$ cat src/rtl/cv32e40p_pkg.sv
// Shared types for the fault-tolerant decode fault manager.
package cv32e40p_pkg;

  typedef enum logic [1:0] {
    FM_IDLE   = 2'd0,
    FM_REPORT = 2'd1,
    FM_REARM  = 2'd2
  } fault_mgr_state_e;

  localparam int unsigned FM_STAMP_W = 32;

endpackage

$ cat src/rtl/cv32e40p_fault_sat_counter.sv
// Saturating up-counter: adds a variable increment per cycle, clear restarts from zero
// with the same-cycle increment still applied.
module cv32e40p_fault_sat_counter #(
  parameter int unsigned W     = 8,
  parameter int unsigned INC_W = 2
) (
  input  logic             clk,
  input  logic             rst_n,
  input  logic [INC_W-1:0] i_inc,
  input  logic             i_clr,
  output logic [W-1:0]     o_value
);

  localparam int unsigned SUM_W = ((W > INC_W) ? W : INC_W) + 1;
  localparam logic [SUM_W-1:0] L_MAX = SUM_W'({W{1'b1}});

  logic [W-1:0]     r_val;
  logic [SUM_W-1:0] w_base;
  logic [SUM_W-1:0] w_sum;
  logic [W-1:0]     w_next;

  assign w_base = i_clr ? '0 : SUM_W'(r_val);
  assign w_sum  = w_base + SUM_W'(i_inc);
  assign w_next = (w_sum > L_MAX) ? {W{1'b1}} : w_sum[W-1:0];

  always_ff @(posedge clk or negedge rst_n) begin
    if (!rst_n) r_val <= '0;
    else        r_val <= w_next;
  end

  assign o_value = r_val;

endmodule

$ cat src/rtl/cv32e40p_fault_manager.sv
// TMR voter fault manager: sticky flags, saturating count, escalation and irq/ack FSM.
// Optional event log (last source + cycle stamp) enabled by CV32E40P_FAULT_LOG_EN.
module cv32e40p_fault_manager
  import cv32e40p_pkg::*;
#(
  parameter int unsigned NUM_SRC    = 3,
  parameter int unsigned CNT_W      = 8,
  parameter int unsigned ESC_THRESH = 4
) (
  input  logic                  clk,
  input  logic                  rst_n,
  input  logic [NUM_SRC-1:0]    fault_i,
  input  logic                  clear_i,
  input  logic                  irq_ack_i,
  output logic                  irq_o,
  output logic                  escalate_o,
  output logic [NUM_SRC-1:0]    sticky_o,
  output logic [CNT_W-1:0]      total_cnt_o,
  output logic [NUM_SRC-1:0]    last_src_o,
  output logic [FM_STAMP_W-1:0] last_ts_o
);

  localparam int unsigned INC_W = $clog2(NUM_SRC + 1);
  localparam logic [CNT_W-1:0] L_THRESH = CNT_W'(ESC_THRESH);

  fault_mgr_state_e   r_state;
  logic               r_irq;
  logic               r_pend;
  logic               r_esc;
  logic [NUM_SRC-1:0] r_sticky;
  logic [CNT_W-1:0]   w_cnt;
  logic [INC_W-1:0]   w_pop;
  logic               w_any;

  assign w_any = |fault_i;
  assign w_pop = INC_W'($countones(fault_i));

  cv32e40p_fault_sat_counter #(
    .W     (CNT_W),
    .INC_W (INC_W)
  ) u_cnt (
    .clk     (clk),
    .rst_n   (rst_n),
    .i_inc   (w_pop),
    .i_clr   (clear_i),
    .o_value (w_cnt)
  );

  // Escalation looks at the registered (already saturated) count, so it lags the count by one cycle.
  always_ff @(posedge clk or negedge rst_n) begin
    if (!rst_n) begin
      r_sticky <= '0;
      r_esc    <= 1'b0;
    end else begin
      r_sticky <= (clear_i ? '0 : r_sticky) | fault_i;
      r_esc    <= clear_i ? 1'b0 : (r_esc | (w_cnt >= L_THRESH));
    end
  end

  always_ff @(posedge clk or negedge rst_n) begin
    if (!rst_n) begin
      r_state <= FM_IDLE;
      r_irq   <= 1'b0;
      r_pend  <= 1'b0;
    end else if (clear_i) begin
      r_pend  <= 1'b0;
      r_state <= w_any ? FM_REPORT : FM_IDLE;
      r_irq   <= w_any;
    end else begin
      case (r_state)
        FM_IDLE: begin
          if (w_any) begin
            r_state <= FM_REPORT;
            r_irq   <= 1'b1;
          end
        end
        FM_REPORT: begin
          if (irq_ack_i) begin
            r_pend <= 1'b0;
            r_irq  <= 1'b0;
            // Unserviced faults force a one-cycle gap so the controller sees a new edge.
            r_state <= (r_pend | w_any) ? FM_REARM : FM_IDLE;
          end else if (w_any) begin
            r_pend <= 1'b1;
          end
        end
        FM_REARM: begin
          r_state <= FM_REPORT;
          r_irq   <= 1'b1;
          if (w_any) r_pend <= 1'b1;
        end
        default: begin
          r_state <= FM_IDLE;
          r_irq   <= 1'b0;
          r_pend  <= 1'b0;
        end
      endcase
    end
  end

`ifdef CV32E40P_FAULT_LOG_EN
  logic [FM_STAMP_W-1:0] r_stamp;
  logic [NUM_SRC-1:0]    r_last_src;
  logic [FM_STAMP_W-1:0] r_last_ts;

  // Log is deliberately untouched by clear_i; only reset wipes it.
  always_ff @(posedge clk or negedge rst_n) begin
    if (!rst_n) begin
      r_stamp    <= '0;
      r_last_src <= '0;
      r_last_ts  <= '0;
    end else begin
      r_stamp <= r_stamp + 1'b1;
      if (w_any) begin
        r_last_src <= fault_i;
        r_last_ts  <= r_stamp;
      end
    end
  end

  assign last_src_o = r_last_src;
  assign last_ts_o  = r_last_ts;
`else
  assign last_src_o = '0;
  assign last_ts_o  = '0;
`endif

  assign irq_o       = r_irq;
  assign escalate_o  = r_esc;
  assign sticky_o    = r_sticky;
  assign total_cnt_o = w_cnt;

endmodule

$ cat config.mk
export PLATFORM = sky130hd
export DESIGN_NAME = cv32e40p_fault_manager
export DESIGN_NICKNAME = d
export VERILOG_FILES = /design/src/rtl/cv32e40p_pkg.sv /design/src/rtl/cv32e40p_fault_sat_counter.sv /design/src/rtl/cv32e40p_fault_manager.sv
export SDC_FILE = /design/constraint.sdc
export NUM_CORES = 1
export LEC_CHECK = 0
export BUFFER_PORTS_ARGS = -buffer_cell sky130_fd_sc_hd__buf_2
export CORE_AREA = 2 2 52 54
export DETAILED_ROUTE_END_ITERATION = 10
export DIE_AREA = 0 0 54 56
export PLACE_DENSITY = 0.9
export RECOVER_POWER = 25
export SLEW_MARGIN = 40
export SYNTH_ARGS = -nofsm -noshare
export SYNTH_HDL_FRONTEND = slang
export SYNTH_HIERARCHICAL = 1
export SYNTH_SLANG_ARGS = --single-unit
$ cat constraint.sdc
create_clock -name clk -period 3.2 [get_ports clk]
set_clock_uncertainty 0.1 [all_clocks]
set_input_delay 0.64 -clock clk [delete_from_list [all_inputs] [get_ports clk]]
set_output_delay 0.64 -clock clk [all_outputs]
set_load 0.01 [all_outputs]
Yosys cells after proc, flatten, opt, wreduce, memory -nomap -nowiden

Cells that the tools add are included.

Bits in writable memories: 0
Output and inout bits: 48
Flip-flop bits (word level): 16
Memory bits (read-only): 0
Latch bits: 0
Memories: 0
Bits of input ports: 7

Reductions and logical operators: 3
Muxes and demuxes: 18
Equal/unequal tests: 5
Bitwise gates (word level): 3
Shifts and indexed selects: 0
$mul: 0
Magnitude comparators: 2
Div/mod/pow operators: 0
Add/subtract/negate cells: 3

Operators by type and width:

| kind                 | count |
|---|---|
| $mux W8              | 2 |
| $add A9 B2 Y9        | 1 |
| $gt A9 B8 Y1 const B | 1 |
| $ge A8 B3 Y1 const B | 1 |
| $mux W1              | 8 |
| $mux W2              | 4 |
| $ne A3 B3 Y1 const B | 2 |
| $pmux W1 S3          | 2 |
| $pmux W2 S3          | 1 |
| $mux W3              | 1 |
| $or A3 B3 Y3         | 1 |
| $reduce_or A3 Y1     | 1 |
| $add A1 B1 Y2        | 1 |
| $add A2 B1 Y2        | 1 |
| $eq A2 B1 Y1 const B | 1 |
| $eq A2 B2 Y1 const B | 1 |
| $logic_not A2 Y1     | 1 |
| $ne A2 B2 Y1 const B | 1 |
| $or A1 B1 Y1         | 2 |
| $reduce_and A2 Y1    | 1 |

Logic depth before layout (Yosys ltp)

Gate-level depths: netlist of run 1.

Depth after elaboration: 6
Depth in mapped cells: 7
Depth with buffers taken out: 6

By module

Netlist of run 1, hierarchy kept.

By module, submodules not included:

| module                     | seq. area each (um^2) | times used | cells each | area an instance (um^2) |
|---|---|---|---|---|
| cv32e40p_fault_manager     | 175.2                 | 1          | 75         | 663.1 |
| cv32e40p_fault_sat_counter | 200.2                 | 1          | 46         | 467.9 |

Worst setup path before layout of run 1

No wires, ideal clock.

Kind: in2reg
Start: in fault_i[0]
End: reg u_cnt.r_val[6] (netlist: u_cnt/o_value[6])
Path slack: 0.688 ns
Buffers on the path: 0
Stages on the path: 6
Arrival: 2.326 ns
Cells stage by stage: fa_1 -> ha_1 -> fa_1 -> and3_1 -> and4_1 -> nor3_1

Word-level cells in the longest chain between the ends: 5

RTL lines:

| element                               | line                             | text |
|---|---|---|
| start: declaration                    | cv32e40p_fault_manager.sv:12     | `input logic [NUM_SRC-1:0] fault_i,` |
| $add A1 B1 Y2 (implied by the code) * | cv32e40p_fault_manager.sv:36     | `assign w_pop = INC_W'($countones(fault_i));` |
| $add A2 B1 Y2 (implied by the code) * | cv32e40p_fault_manager.sv:36     |  |
| $add A9 B2 Y9 *                       | cv32e40p_fault_sat_counter.sv:23 | `assign w_sum = w_base + SUM_W'(i_inc);` |
| $gt A9 B8 Y1                          | cv32e40p_fault_sat_counter.sv:24 | `assign w_next = (w_sum > L_MAX) ? {W{1'b1}} : w_sum[W-1:0];` |
| $mux W8 *                             | cv32e40p_fault_sat_counter.sv:24 |  |
| via u_cnt.w_next[6]                   | cv32e40p_fault_sat_counter.sv:20 | `logic [W-1:0] w_next;` |
| end signal: assignment                | cv32e40p_fault_sat_counter.sv:28 | `else r_val <= w_next;` |
| end: declaration                      | cv32e40p_fault_sat_counter.sv:17 | `logic [W-1:0] r_val;` |

The timed path passes the listed nets; every way through them passes the cells marked *.
A chain may end at the register's enable or synchronous reset.

Worst setup path in the final report of run 1

Start: in fault_i[0]
End: reg u_cnt.r_val[6] (netlist: u_cnt/o_value[6])

Word-level cells in the longest chain between the ends: 5

RTL lines:

| element                               | line                             | text |
|---|---|---|
| $add A1 B1 Y2 (implied by the code) * | cv32e40p_fault_manager.sv:36     |  |
| $add A2 B1 Y2 (implied by the code) * | cv32e40p_fault_manager.sv:36     |  |
| via w_pop[0]                          | cv32e40p_fault_manager.sv:32     | `logic [INC_W-1:0] w_pop;` |
| $add A9 B2 Y9 *                       | cv32e40p_fault_sat_counter.sv:23 |  |
| $gt A9 B8 Y1                          | cv32e40p_fault_sat_counter.sv:24 |  |
| $mux W8 *                             | cv32e40p_fault_sat_counter.sv:24 |  |
| via u_cnt.w_next[6]                   | cv32e40p_fault_sat_counter.sv:20 |  |

Marked as above.

==> results of run 1 <==
-- worst paths after layout --
kind | endpoint | slack (ns) | cells after the start
setup / recovery | u_cnt/o_value[6]$_DFF_PN0_ | 0.73 | 7
hold / removal | irq_o$_DFFE_PN0P_ | 0.31 | 1
setup reg to reg | u_cnt/o_value[6]$_DFF_PN0_ | 1.24 | 6
hold reg to reg | sticky_o[2]$_DFF_PN0_ | 0.38 | 1
max in group asynchronous | u_cnt/o_value[6]$_DFF_PN0_ | 2.17 | 1
min in group clk | sticky_o[2]$_DFF_PN0_ | 0.38 | 1
-- report_power, final --
group	leakage [nW]	total, mW	switching (mW)	internal (mW)
logic	0.412	0.190	0.110	0.0805
registers	0.189	0.248	0.0267	0.221
clock network	0.0150	0.117	0.0683	0.0486
total	0.615	0.555	0.205	0.350
-- flip-flops by register name, summed over array words and instances (netlist names) --
name / cells
escalate_o: 1
r_pend: 1
r_state: 1
irq_o: 1
u_cnt/o_value: 8
sticky_o: 3
-- cell type report --
cell class	count	area, um2
timing repair buffer	19	93.8
inverter	5	18.8
tap	30	37.5
clock buffer	4	26.3
multi-input combinational	99	598
sequential	15	375
fill	243	1280
-- Yosys cell counts, drive strengths merged --
cell type	n	area (um2)
a21o	4	31.3
xnor2	1	8.76
mux2i	1	10.0
nor3	5	25.0
fa	2	40.0
and3	2	13.8
inv	5	18.8
o21bai	1	7.51
a311oi	1	8.76
a2bb2oi	1	8.76
nor2b	7	46.3
o21ai	2	10.0
dfrtp	15	375
or4	1	7.51
nand2b	2	12.5
mux2	1	11.3
o31a	1	8.76
nand2	4	15.0
or3	1	6.26
nand3	4	25.0
buf	35	263
clkbuf	1	3.75
o22ai	1	6.26
nor4	2	12.5
and4	1	8.76
a21oi	7	35.0
ha	6	75.1
nor2	3	11.3
a31oi	2	12.5
conb	1	3.75
nand4b	1	8.76
-- cell families (layout without fill, tap and decap cells) --
logic type | Yosys count | after routing | share of synthesized area
XOR/XNOR | 1 | 1 | 0.00774
buffers and inverters | 41 | 28 | 0.252
other | 1 | 35 | 0.00332
flip-flops | 15 | 15 | 0.332
AO/OA/AOI/OAI | 20 | 20 | 0.114
adder cells (fa/ha/maj) | 8 | 8 | 0.102
AND/OR/NAND/NOR | 33 | 33 | 0.170
multiplexers | 2 | 2 | 0.0188
-- metal layers --
metal | share of wire | wire length [um] | global-route usage
met5 | 0 | 0 | 0
met4 | 0.0073 | 14 | 0.0429
met3 | 0.11 | 201 | 0.0484
met2 | 0.44 | 848 | 0.221
met1 | 0.44 | 846 | 0.172
==> results.ini, run 1 <==
[run_status]
status=completed

[global_route]
gr-usage-all-layers=0.139
overflow=0
grt_pass1_wl_mm=3.06
grt_pass1_vias=703
grt_max_degree=18
antenna_found_initial=0

[critical_path]
path_common_cell=fa_1
cp_top_family=adder cells
critPathRequiredTime_ns=3.32
end_kind=flip-flop
worst_path_max_delay_cell=fa_1
crit_buf_inv=1
max_stage_delay_ns=0.51
path_max_fanout=5
regToRegStartpoint=u_cnt/o_value[0]$_DFF_PN0_
start_kind=primary input
critical_path.cell_chain=buf_2 > fa_1 > ha_1 > fa_1 > and3_1 > and4_1 > nor3_1
crit_path_start=fault_i[0]
arrival_ns=2.59
crit_type=primary input to flip-flop

[floorplan]
die_area_um2=3020
fp.coreArea_um2=2430
start_util=0.465
ios=55
die_y_um=56
fp-row-count=18
fp.dieW_um=54

[sta]
drv_slew=0
hold_viol=0
fin_hold_ws_ns=0.311
rsz0062_at_grt=false
finalSetupTns_ns=0
finalCritPeriodShare=0.771
tightest_slew_ns=0.843
fmax_mhz=405
setup_viol=0
slew_headroom=0.438
min_period_ns=2.47
setup_ws_ns=0.733

[layout]
final_cell_area_um2=1150
final_common_cell=conb_1
fin_util=0.473
antennaDiodeCount=0
final_cell_mix=conb_1 (35), buf_2 (18), dfrtp_1 (15)
areaGrowthSynthToFinish_pct=1.66
fin_nets=158
drive_gt1_frac=0.176
stdcell_count=172

[route]
drcViolationCount=0
drt-pass1-iter-count=4
vias=811
wl_per_cell_um=11.1
ant_nets=0
drt_iter0_drc=8
viasPerCell=4.72
routed_wirelength_mm=1.91

[clock_network]
htreeDepth=1
post-cts-setup-buffers=0
cts_root_buffer=clkbuf_4
path_clk_slew_ns=0.10
cts_max_path_buffers=2
cts_resized=0
clkSinkCount=15
clk_latency_ns=0.30
cts_tree=yes
numCtsBuffers=3
hold_buffers=0

[yosys]
synth-seq-cells=15
yosysSeqAreaShare=0.332
ys_warn_count=6
syn_inst=121
netlist_area_um2=1130
avgSynthCellArea_um2=9.35
ys_types=35

[min_path]
holdCritPathClass=primary input to async pin

[run]
cap_violations=0

[power]
p_leak_nw=0.615
peakVddDrop_uv=392
power.total_mw=0.555
power_density_nw_per_um2=482

[place]
finalWeightedCongestion=0.758
dp_hpwl_mm=1.42
portBuffers=19
placed_cell_area_um2=1120
pre_cts_slack_ns=0.418
dpl.cell_count=168

Power figures use the tool's default switching activity.
==> run 2, diff against run 1 <==
Settings changed: ABC_AREA from default to 1, CORE_AREA 2 2 52 54 to 2 2 55 57, DIE_AREA 0 0 54 56 to 0 0 57 59, PLACE_DENSITY 0.9 to 0.86.
Clock period 3.2 ns to 2.5 ns, I/O delays scaled along.
==> results.ini, run 2 <==
[clock_network]
cts_tree=yes
cts_max_path_buffers=2
clkSinkCount=15
hold_buffers=0
clk_latency_ns=0.29
post-cts-setup-buffers=0
cts_resized=0
htreeDepth=1
cts_root_buffer=clkbuf_4
path_clk_slew_ns=0.09
numCtsBuffers=3

[yosys]
yosysTopAreaCell=dfrtp_1
synth_edf_count=0
avgSynthCellArea_um2=8.15
synth_top_area_share=0.305
synth_most_common_cell=buf_4
ys_warn_count=6
synth-simple-area-share=0.255
synth_mux_area_frac=0
async_flop_share=1.00
synth_ff_type=dfrtp_1
netlist_area_um2=1230
synth_top_family_by_area=buffers and inverters
yosysSeqAreaShare=0.305
synth_top_cells_by_area=dfrtp_1 (31%), buf_4 (21%), nand2_1 (9.2%)
ys_types=27
synthAdderAreaFrac=0.0936
syn_inst=151
synth_xor_area_frac=0.0214
synth_common_cells=buf_4 (35), nand2_1 (30), inv_1 (17)
synth-seq-cells=15
synth-compound-area-share=0.0448

[global_route]
grt_pass1_vias=741
overflow=0
grt_pass1_wl_mm=3.33
gr-usage-all-layers=0.133
grt_max_degree=16
antenna_found_initial=0

[place]
finalWeightedCongestion=0.861
dp_hpwl_mm=1.63
portBuffers=19
pre_cts_slack_ns=0.115

[sta]
fin_hold_ws_ns=0.187
fmax_mhz=480
tightest_slew_ns=0.847
finalCritPeriodShare=0.833
min_period_ns=2.08
setup_viol=0
slew_headroom=0.435
drv_slew=0
finalSetupTns_ns=0
rsz0062_at_grt=false
hold_viol=0
setup_ws_ns=0.418

[route]
drt_iter0_drc=16
drt-pass1-iter-count=4
routed_wirelength_mm=2.05
drcViolationCount=0
wl_per_cell_um=10.1
vias=883
viasPerCell=4.33
ant_nets=0

[layout]
fin_nets=189
drive_gt1_frac=0.197
antennaDiodeCount=0
final_cell_mix=conb_1 (35), nand2_1 (30), buf_2 (18)
largest_reg_flops=8
areaGrowthSynthToFinish_pct=1.93
final_common_cell=conb_1

[critical_path]
end_kind=flip-flop
critPathRequiredTime_ns=2.58
crit_type=primary input to flip-flop
path_max_fanout=3
worst_path_max_delay_cell=fa_1
start_kind=primary input
critical_path.cell_chain=buf_2 > fa_1 > ha_1 > fa_1 > inv_1 > nor2_4 > xnor2_1 > nand2_1
arrival_ns=2.16
max_stage_delay_ns=0.48
path_common_cell=fa_1

[power]
peakVddDrop_uv=435
power_density_nw_per_um2=587
p_leak_nw=0.757

[floorplan]
fp.coreArea_um2=2710
die_y_um=59
fp-row-count=19
die_area_um2=3360
start_util=0.454
fp.dieW_um=57
ios=55

[run_status]
status=completed

[min_path]
holdCritPathClass=primary input to async pin

[run]
cap_violations=0

## run 2: cell count changes after synthesis, moves of 3 or more
| cell | before | now |
|---|---|---|
| nor2_1 | 3 | 10 |
| nor3_1 | 5 | 2 |
| inv_1 | 5 | 17 |
| nand2_1 | 4 | 30 |
| a21oi_1 | 7 | 0 |
| nand3_1 | 3 | 10 |
| nor2b_1 | 6 | 0 |
## run 2: cells by family (layout without fill, tap and decap cells)
kind of cell / Yosys count / after routing
other cells: 1 / 35
fa+ha+maj: 8 / 8
flops: 15 / 15
buf+inv: 55 / 43
xor+xnor: 3 / 3
simple gates: 62 / 62
compound gates: 7 / 7
## run 2: metal layers
metal,track usage,up-vias,share of wire
met5,0,-,0
met4,0.0498,0,0.014
met3,0.0459,5,0.075
met2,0.222,37,0.47
met1,0.160,398,0.44
li1,-,443,-
## run 2: report_power, final
part | internal [mW] | leakage (nW) | switching (mW) | total (mW)
registers | 0.285 | 0.190 | 0.0445 | 0.329
logic | 0.0970 | 0.552 | 0.169 | 0.266
clock network | 0.0620 | 0.0150 | 0.0783 | 0.140
total | 0.444 | 0.757 | 0.292 | 0.736
## run 2: through the flow
stage / std cells / instance area [um2] / power, mW / util
6_report: 204 / 1250 / 0.736 / 0.463
5_1_grt: 204 / 1250 / 0.799 / 0.463
4_1_cts: 204 / 1250 / 0.744 / 0.463
3_5_place_dp: 200 / 1230 / 0.602 / 0.453
3_3_place_gp: 200 / 1230 / 0.592 / 0.453
2_1_floorplan: 185 / 1360 / 0.554 / -
## run 2: cell type report
class / instances / area (um2)
Clock buffer: 4 / 26.3
Fill cell: 274 / 1460
Inverter: 20 / 77.6
Multi-Input combinational cell: 115 / 642
Sequential cell: 15 / 375
Tap cell: 31 / 38.8
Timing Repair Buffer: 19 / 93.8
## run 2: worst max-delay path: cells and delay by family
| family | cells | cell delay [ns] |
|---|---|---|
| adders and majority gates | 3 | 1.16 |
| xor gates and xnor gates | 1 | 0.12 |
| and+or+nand+nor | 2 | 0.13 |
| buffers and inverters | 2 | 0.24 |
## run 2: path summary, 6_finish.rpt
kind	from	end	slack [ns]	cells past startpoint
max	fault_i[0]	u_cnt/o_value[4]$_DFF_PN0_	0.42	8
min	rst_n	sticky_o[0]$_DFF_PN0_	0.19	1
max reg2reg	u_cnt/o_value[0]$_DFF_PN0_	u_cnt/o_value[4]$_DFF_PN0_	0.80	8
min reg2reg	sticky_o[0]$_DFF_PN0_	sticky_o[0]$_DFF_PN0_	0.38	1
max in group asynchronous	rst_n	u_cnt/o_value[6]$_DFF_PN0_	1.59	1
min in group clk	fault_i[2]	sticky_o[2]$_DFF_PN0_	0.33	2
